[src/rtl/hazard_ctrl_unit_pkg.sv]
// Shared pipeline definitions for the hazard/steering unit.
package hazard_ctrl_unit_pkg;

    typedef enum logic {
        RUN        = 1'b0,
        LOAD_STALL = 1'b1
    } hz_state_t;

    localparam logic CTRL_PASS   = 1'b1;
    localparam logic CTRL_BUBBLE = 1'b0;

    localparam int HZ_REG_ADDR_W = 5;

endpackage

[src/rtl/hazard_ctrl_unit_if.sv]
// ID/EX hazard inputs and front-end steering outputs.
interface hazard_ctrl_unit_if
    import hazard_ctrl_unit_pkg::*;
#(
    parameter int REG_ADDR_W = HZ_REG_ADDR_W
);

    logic [REG_ADDR_W-1:0] rs1_id;
    logic [REG_ADDR_W-1:0] rs2_id;
    logic                  uses_rs1_id;
    logic                  uses_rs2_id;
    logic [REG_ADDR_W-1:0] rd_ex;
    logic                  memRead_ex;
    logic                  branch_taken_ex;
    logic                  jump_ex;

    logic                  ctrl_select;
    logic                  pc_write;
    logic                  ifid_write;
    logic                  ifid_flush;
    logic                  pc_src_sel;
    logic [15:0]           stall_count;

    modport master (
        output rs1_id, rs2_id, uses_rs1_id, uses_rs2_id,
        output rd_ex, memRead_ex, branch_taken_ex, jump_ex,
        input  ctrl_select, pc_write, ifid_write,
        input  ifid_flush, pc_src_sel, stall_count
    );

    modport slave (
        input  rs1_id, rs2_id, uses_rs1_id, uses_rs2_id,
        input  rd_ex, memRead_ex, branch_taken_ex, jump_ex,
        output ctrl_select, pc_write, ifid_write,
        output ifid_flush, pc_src_sel, stall_count
    );

endinterface

[src/rtl/hazard_ctrl_unit_hz_match.sv]
// Load-use comparator; x0 never matches.
module hz_match
    import hazard_ctrl_unit_pkg::*;
#(
    parameter int REG_ADDR_W = HZ_REG_ADDR_W
) (
    input  logic [REG_ADDR_W-1:0] rs1,
    input  logic [REG_ADDR_W-1:0] rs2,
    input  logic                  uses_rs1,
    input  logic                  uses_rs2,
    input  logic [REG_ADDR_W-1:0] rd,
    input  logic                  mem_read,
    output logic                  hz
);

    logic hit1;
    logic hit2;

    assign hit1 = uses_rs1 && (rs1 == rd);
    assign hit2 = uses_rs2 && (rs2 == rd);
    assign hz   = mem_read && (rd != '0) && (hit1 || hit2);

endmodule

[src/rtl/hazard_ctrl_unit.sv]
// Load-use stall and branch/jump flush steering beside ID.
module hazard_ctrl_unit
    import hazard_ctrl_unit_pkg::*;
#(
    parameter int REG_ADDR_W        = HZ_REG_ADDR_W,
    parameter int LOAD_STALL_CYCLES = 1
) (
    input  logic                  clk,
    input  logic                  rst,
    hazard_ctrl_unit_if.slave     bus
);

    hz_state_t             state, state_nxt;
    logic [1:0]            cnt, cnt_nxt;
    logic [REG_ADDR_W-1:0] ld_rd, ld_rd_nxt;
    logic [15:0]           stall_count;
    logic                  hz;
    logic                  fl;

    hz_match #(.REG_ADDR_W(REG_ADDR_W)) u_match (
        .rs1      (bus.rs1_id),
        .rs2      (bus.rs2_id),
        .uses_rs1 (bus.uses_rs1_id),
        .uses_rs2 (bus.uses_rs2_id),
        .rd       (bus.rd_ex),
        .mem_read (bus.memRead_ex),
        .hz       (hz)
    );

    assign fl = bus.branch_taken_ex || bus.jump_ex;

    always_comb begin
        state_nxt       = state;
        cnt_nxt         = cnt;
        ld_rd_nxt       = ld_rd;
        bus.ctrl_select = CTRL_PASS;
        bus.pc_write    = 1'b1;
        bus.ifid_write  = 1'b1;
        bus.ifid_flush  = 1'b0;
        bus.pc_src_sel  = 1'b0;
        if (rst) begin
            bus.ctrl_select = CTRL_BUBBLE;
            bus.pc_write    = 1'b0;
            bus.ifid_write  = 1'b0;
        end else if (fl) begin
            // squash wrong path; any pending stall is moot
            bus.ctrl_select = CTRL_BUBBLE;
            bus.ifid_flush  = 1'b1;
            bus.pc_src_sel  = 1'b1;
            state_nxt       = RUN;
            cnt_nxt         = 2'd0;
        end else if (state == LOAD_STALL) begin
            bus.ctrl_select = CTRL_BUBBLE;
            bus.pc_write    = 1'b0;
            bus.ifid_write  = 1'b0;
            if (cnt == 2'd0) state_nxt = RUN;
            else             cnt_nxt   = cnt - 2'd1;
        end else if (hz) begin
            bus.ctrl_select = CTRL_BUBBLE;
            bus.pc_write    = 1'b0;
            bus.ifid_write  = 1'b0;
            if (LOAD_STALL_CYCLES > 1) begin
                ld_rd_nxt = bus.rd_ex;
                cnt_nxt   = 2'(LOAD_STALL_CYCLES - 2);
                state_nxt = LOAD_STALL;
            end
        end
    end

    always_ff @(posedge clk or posedge rst) begin
        if (rst) begin
            state <= RUN;
            cnt   <= 2'd0;
            ld_rd <= '0;
        end else begin
            state <= state_nxt;
            cnt   <= cnt_nxt;
            ld_rd <= ld_rd_nxt;
        end
    end

    always_ff @(posedge clk or posedge rst) begin
        if (rst)
            stall_count <= 16'd0;
        else if (bus.ctrl_select == CTRL_BUBBLE && stall_count != 16'hFFFF)
            stall_count <= stall_count + 16'd1;
    end

    assign bus.stall_count = stall_count;

endmodule

[src/flat_wrapper.sv]
// flat-port wrapper written by rule: the top's interface ports become plain ports
module hazard_ctrl_unit_flat import hazard_ctrl_unit_pkg::*;
#(
    parameter int REG_ADDR_W        = HZ_REG_ADDR_W,
    parameter int LOAD_STALL_CYCLES = 1
)
  (clk, rst, bus_rs1_id, bus_rs2_id, bus_uses_rs1_id, bus_uses_rs2_id, bus_rd_ex, bus_memRead_ex, bus_branch_taken_ex, bus_jump_ex, bus_ctrl_select, bus_pc_write, bus_ifid_write, bus_ifid_flush, bus_pc_src_sel, bus_stall_count);
  hazard_ctrl_unit_if #(.REG_ADDR_W(REG_ADDR_W)) bus_i ();
  input  logic clk;
  input  logic rst;
  input wire logic [$bits(bus_i.rs1_id)-1:0] bus_rs1_id;
  input wire logic [$bits(bus_i.rs2_id)-1:0] bus_rs2_id;
  input wire logic [$bits(bus_i.uses_rs1_id)-1:0] bus_uses_rs1_id;
  input wire logic [$bits(bus_i.uses_rs2_id)-1:0] bus_uses_rs2_id;
  input wire logic [$bits(bus_i.rd_ex)-1:0] bus_rd_ex;
  input wire logic [$bits(bus_i.memRead_ex)-1:0] bus_memRead_ex;
  input wire logic [$bits(bus_i.branch_taken_ex)-1:0] bus_branch_taken_ex;
  input wire logic [$bits(bus_i.jump_ex)-1:0] bus_jump_ex;
  output wire logic [$bits(bus_i.ctrl_select)-1:0] bus_ctrl_select;
  output wire logic [$bits(bus_i.pc_write)-1:0] bus_pc_write;
  output wire logic [$bits(bus_i.ifid_write)-1:0] bus_ifid_write;
  output wire logic [$bits(bus_i.ifid_flush)-1:0] bus_ifid_flush;
  output wire logic [$bits(bus_i.pc_src_sel)-1:0] bus_pc_src_sel;
  output wire logic [$bits(bus_i.stall_count)-1:0] bus_stall_count;
  assign bus_i.rs1_id = bus_rs1_id;
  assign bus_i.rs2_id = bus_rs2_id;
  assign bus_i.uses_rs1_id = bus_uses_rs1_id;
  assign bus_i.uses_rs2_id = bus_uses_rs2_id;
  assign bus_i.rd_ex = bus_rd_ex;
  assign bus_i.memRead_ex = bus_memRead_ex;
  assign bus_i.branch_taken_ex = bus_branch_taken_ex;
  assign bus_i.jump_ex = bus_jump_ex;
  assign bus_ctrl_select = bus_i.ctrl_select;
  assign bus_pc_write = bus_i.pc_write;
  assign bus_ifid_write = bus_i.ifid_write;
  assign bus_ifid_flush = bus_i.ifid_flush;
  assign bus_pc_src_sel = bus_i.pc_src_sel;
  assign bus_stall_count = bus_i.stall_count;
  hazard_ctrl_unit #(.REG_ADDR_W(REG_ADDR_W), .LOAD_STALL_CYCLES(LOAD_STALL_CYCLES)) u_core (.clk(clk), .rst(rst), .bus(bus_i));
endmodule
[config.mk]
export PLATFORM = sky130hd
export DESIGN_NAME = hazard_ctrl_unit_flat
export DESIGN_NICKNAME = d
export VERILOG_FILES = /design/src/rtl/hazard_ctrl_unit_pkg.sv /design/src/rtl/hazard_ctrl_unit_if.sv /design/src/rtl/hazard_ctrl_unit_hz_match.sv /design/src/rtl/hazard_ctrl_unit.sv /design/src/flat_wrapper.sv
export SDC_FILE = /design/constraint.sdc
export NUM_CORES = 1
export LEC_CHECK = 0
export BUFFER_PORTS_ARGS = -buffer_cell sky130_fd_sc_hd__clkbuf_2
export CAP_MARGIN = 20
export CORE_UTILIZATION = 45
export CTS_CLUSTER_DIAMETER = 30
export CTS_CLUSTER_SIZE = 28
export DETAILED_ROUTE_END_ITERATION = 10
export PLACE_DENSITY = 0.86
export SLEW_MARGIN = 20
export SYNTH_ARGS = -nofsm -noshare
export SYNTH_HDL_FRONTEND = slang
export SYNTH_HIERARCHICAL = 1
export SYNTH_SLANG_ARGS = --single-unit
[constraint.sdc]
create_clock -name clk -period 4.9 [get_ports clk]
set_input_delay 0 -clock clk [delete_from_list [all_inputs] [get_ports clk]]
set_output_delay 0 -clock clk [all_outputs]
set_load 0.01 [all_outputs]
==> impl_metrics.env <==
export IMPL_peakVddDrop_mv=0.285
export IMPL_grt_use_total_pct=19.9
export IMPL_hold_depth=3
export IMPL_cp_depth=8
export IMPL_via_count=986
export IMPL_routedWlPerCell_um=13.1
export IMPL_fin_area_mm2=0.00137
export IMPL_drt_iter0_drc=23
export IMPL_power_w=0.000512
export IMPL_fin_ws_ns=2.88
export IMPL_ys_ff_latch=19
export IMPL_area_delta_synth_final_pct=23.8
export IMPL_antenna_found_initial=0
export IMPL_fin_crit_sh_pct=41.1
export IMPL_n_fill_cell=208
export IMPL_synth_top_area_share_pct=42.9
export IMPL_insertion_delay_ns=0.30
export IMPL_initial_core_util_pct=48.7
export IMPL_cts_tree="done"
export IMPL_hpwl_um=1850
export IMPL_register_area_um2=475
export IMPL_die_w_um=51.6
export IMPL_cts_sinks=19
export IMPL_critPathSlowestCell="nor2_1"
export IMPL_multi_input_area_um2=596
export IMPL_io_buffers=42
export IMPL_maxCapViolCount=0
export IMPL_path_buf_inv=1
export IMPL_seq_area_frac_synth_pct=42.9
export IMPL_async_reset_ff_share_pct=100
export IMPL_maxSlewHeadroom_pct=50.7
export IMPL_synth_commonest_cells="xor2_1, dfrtp_1, nor3_1"
export IMPL_core_area_mm2=0.00228
export IMPL_cp_common_cell="nor2_1"
export IMPL_crit_required_ns=5.09
export IMPL_postCtsHoldBufs=1
export IMPL_yosysTopAreaCell="dfrtp_1"
export IMPL_period_needed_ns=2.02
export IMPL_dpl_instance_area_mm2=0.00134
export IMPL_cts_htree_levels=1
export IMPL_cellPowerDensity_mw_per_mm2=373
export IMPL_grt_pass1_vias=926
export IMPL_grt_max_degree=20
export IMPL_power_leakage_nw=0.702
export IMPL_hold_slack_ns=0.0404
export IMPL_syn_inst=112
export IMPL_synth_most_common_cell="xor2_1"
export IMPL_grt_pass1_wl_um=3910
export IMPL_netlist_area_mm2=0.00111
export IMPL_die_h_um=51.6
export IMPL_r2r_cells=4
export IMPL_worst_pin_slew_ns=0.736
export IMPL_synth_nets=136
export IMPL_timing_fmax_mhz=496
export IMPL_critPathLaunchType="input pin"
export IMPL_setup_viol=0
export IMPL_arrival_ns=2.20
export IMPL_dieArea_mm2=0.00266
export IMPL_ant_nets=0
export IMPL_overflow=0
export IMPL_cp_max_fo=11
export IMPL_globalplace_congestion=0.860
export IMPL_drcViolationCount=0
export IMPL_syn_avg_cell_area_um2=9.89
export IMPL_place_ws_ns=2.58
export IMPL_routed_wl_um=2420
export IMPL_ys_top_cells_by_area="dfrtp_1, xor2_1, nor3_1"
export IMPL_via_per_inst=5.36
export IMPL_max_stage_delay_ns=0.58
export IMPL_cp_end_kind="flip-flop"
export IMPL_skew_ns=0.00260
export IMPL_hp_class="input pin to flip-flop"
export IMPL_diodes=0
export IMPL_cts_resized=0
export IMPL_crit_type="input pin to flip-flop"
export IMPL_num_rows=17
export IMPL_synth_edf_count=0
export IMPL_firstDrtPassIters=4
export IMPL_ys_types=32
export IMPL_cts_buffers=3
export IMPL_ctsLongestPathBuffers=2
export IMPL_cts_clk_slew_worst_paths_ns=0.09
export IMPL_drv_slew=0
export IMPL_io_pins=43
export IMPL_yosysWarnings=6
export IMPL_finalNetCount=181
export IMPL_post_cts_setup_buffers=0
export IMPL_drive_gt1_share_pct=32.1
export IMPL_status="finished, final reports clean"
export IMPL_crit_chain="clkbuf_2 -> or4_1 -> o21ai_1 -> a21oi_1 -> or2_2 -> nor2_1 -> nor2_1 -> mux2_1"
export IMPL_cp_top_family="simple AND/OR/NAND/NOR gates"
export IMPL_rsz0062_at_grt="no"
export IMPL_finalSetupTns_ns=0
export IMPL_cts_root_buffer="clkbuf_4"
export IMPL_synthFlopType="dfrtp_1"
export IMPL_final_hold_viol_count=0
-- worst paths after layout --
| kind | start | endpoint | slack (ns) |
|---|---|---|---|
| setup / recovery | bus_rd_ex[1] | u_core/bus.stall_count[1] | 2.88 |
| hold / removal | bus_branch_taken_ex | u_core/state | 0.04 |
| setup reg to reg | u_core/state | u_core/bus.stall_count[1] | 3.00 |
| hold reg to reg | u_core/bus.stall_count[15] | u_core/bus.stall_count[15] | 0.51 |
| max in group asynchronous | rst | u_core/bus.stall_count[2] | 4.07 |
| min in group asynchronous | rst | u_core/bus.stall_count[8] | 0.39 |
-- stage by stage --
stage | utilization (%) | std cells
4_1_cts | 60.3 | 184
5_1_grt | 60.3 | 184
2_1_floorplan | - | 112
3_3_place_gp | 58.7 | 179
6_report | 60.3 | 184
3_5_place_dp | 58.7 | 179
-- power by group --
group          total [W]  switching (W)  internal, W
Sequential      0.000261      0.0000615     0.000200
Clock          0.0000767      0.0000449    0.0000318
Combinational   0.000174      0.0000916    0.0000825
-- logic make-up (layout without fill, tap and decap cells) --
family	count (synthesis)	after routing	share of synthesized area [%]
AND/OR/NAND/NOR	50	50	26.0
XOR/XNOR	25	25	19.8
flip-flops	19	19	42.9
AO/OA/AOI/OAI	7	7	3.84
buffers and inverters	7	51	3.28
adder cells (fa/ha/maj)	2	2	2.26
multiplexers	2	2	1.92
-- per-layer routing --
layer  track usage (%)  wire length [um]  vias up
met1              22.7               948      443
met5                 0                 0        -
met3              2.63               221        5
met2              36.1              1200       55
met4              9.91                48        0
li1                  -                 -      483
-- layout by cell type (no fill, tap or decap) --
cell,instances
or4_1,1
o21a_1,1
nor4_1,3
or2_2,2
o22ai_1,1
dlygate4sd3_1,1
xor2_1,23
nor3b_1,1
and3_1,2
or3_1,1
nor4_2,1
xnor2_1,2
inv_1,3
nand4_1,5
nor4b_1,2
o2111ai_1,1
clkbuf_2,42
clkbuf_1,1
o21ai_1,1
clkbuf_4,3
ha_1,2
mux2_1,1
a21oi_1,3
nand2b_1,1
and2_1,1
and4_1,1
nor2_1,6
nand2_1,7
or2_1,1
nor3_1,10
buf_4,1
mux2i_1,1
nand3_1,4
nor4b_2,1
dfrtp_1,19
-- flip-flops by register name (all words and copies together), names as in the netlist --
signal                  flops
u_core/bus.stall_count     16
u_core/cnt                  2
u_core/state                1
-- worst min-delay path: cells and delay by family --
family	cells	cell delay [ns]
AOI/OAI and AO/OA	1	0.16
buffers and inverters	1	0.10
and+or+nand+nor	1	0.05
-- final cells by class --
type / instances / area share [%]
multi-input cells: 86 / 43.4
inverters: 3 / 0.821
well taps: 28 / 2.55
repair buffers: 44 / 16.6
clock buffers: 4 / 1.92
flip-flops and latches: 19 / 34.7
(Power assumes the default switching activity.)
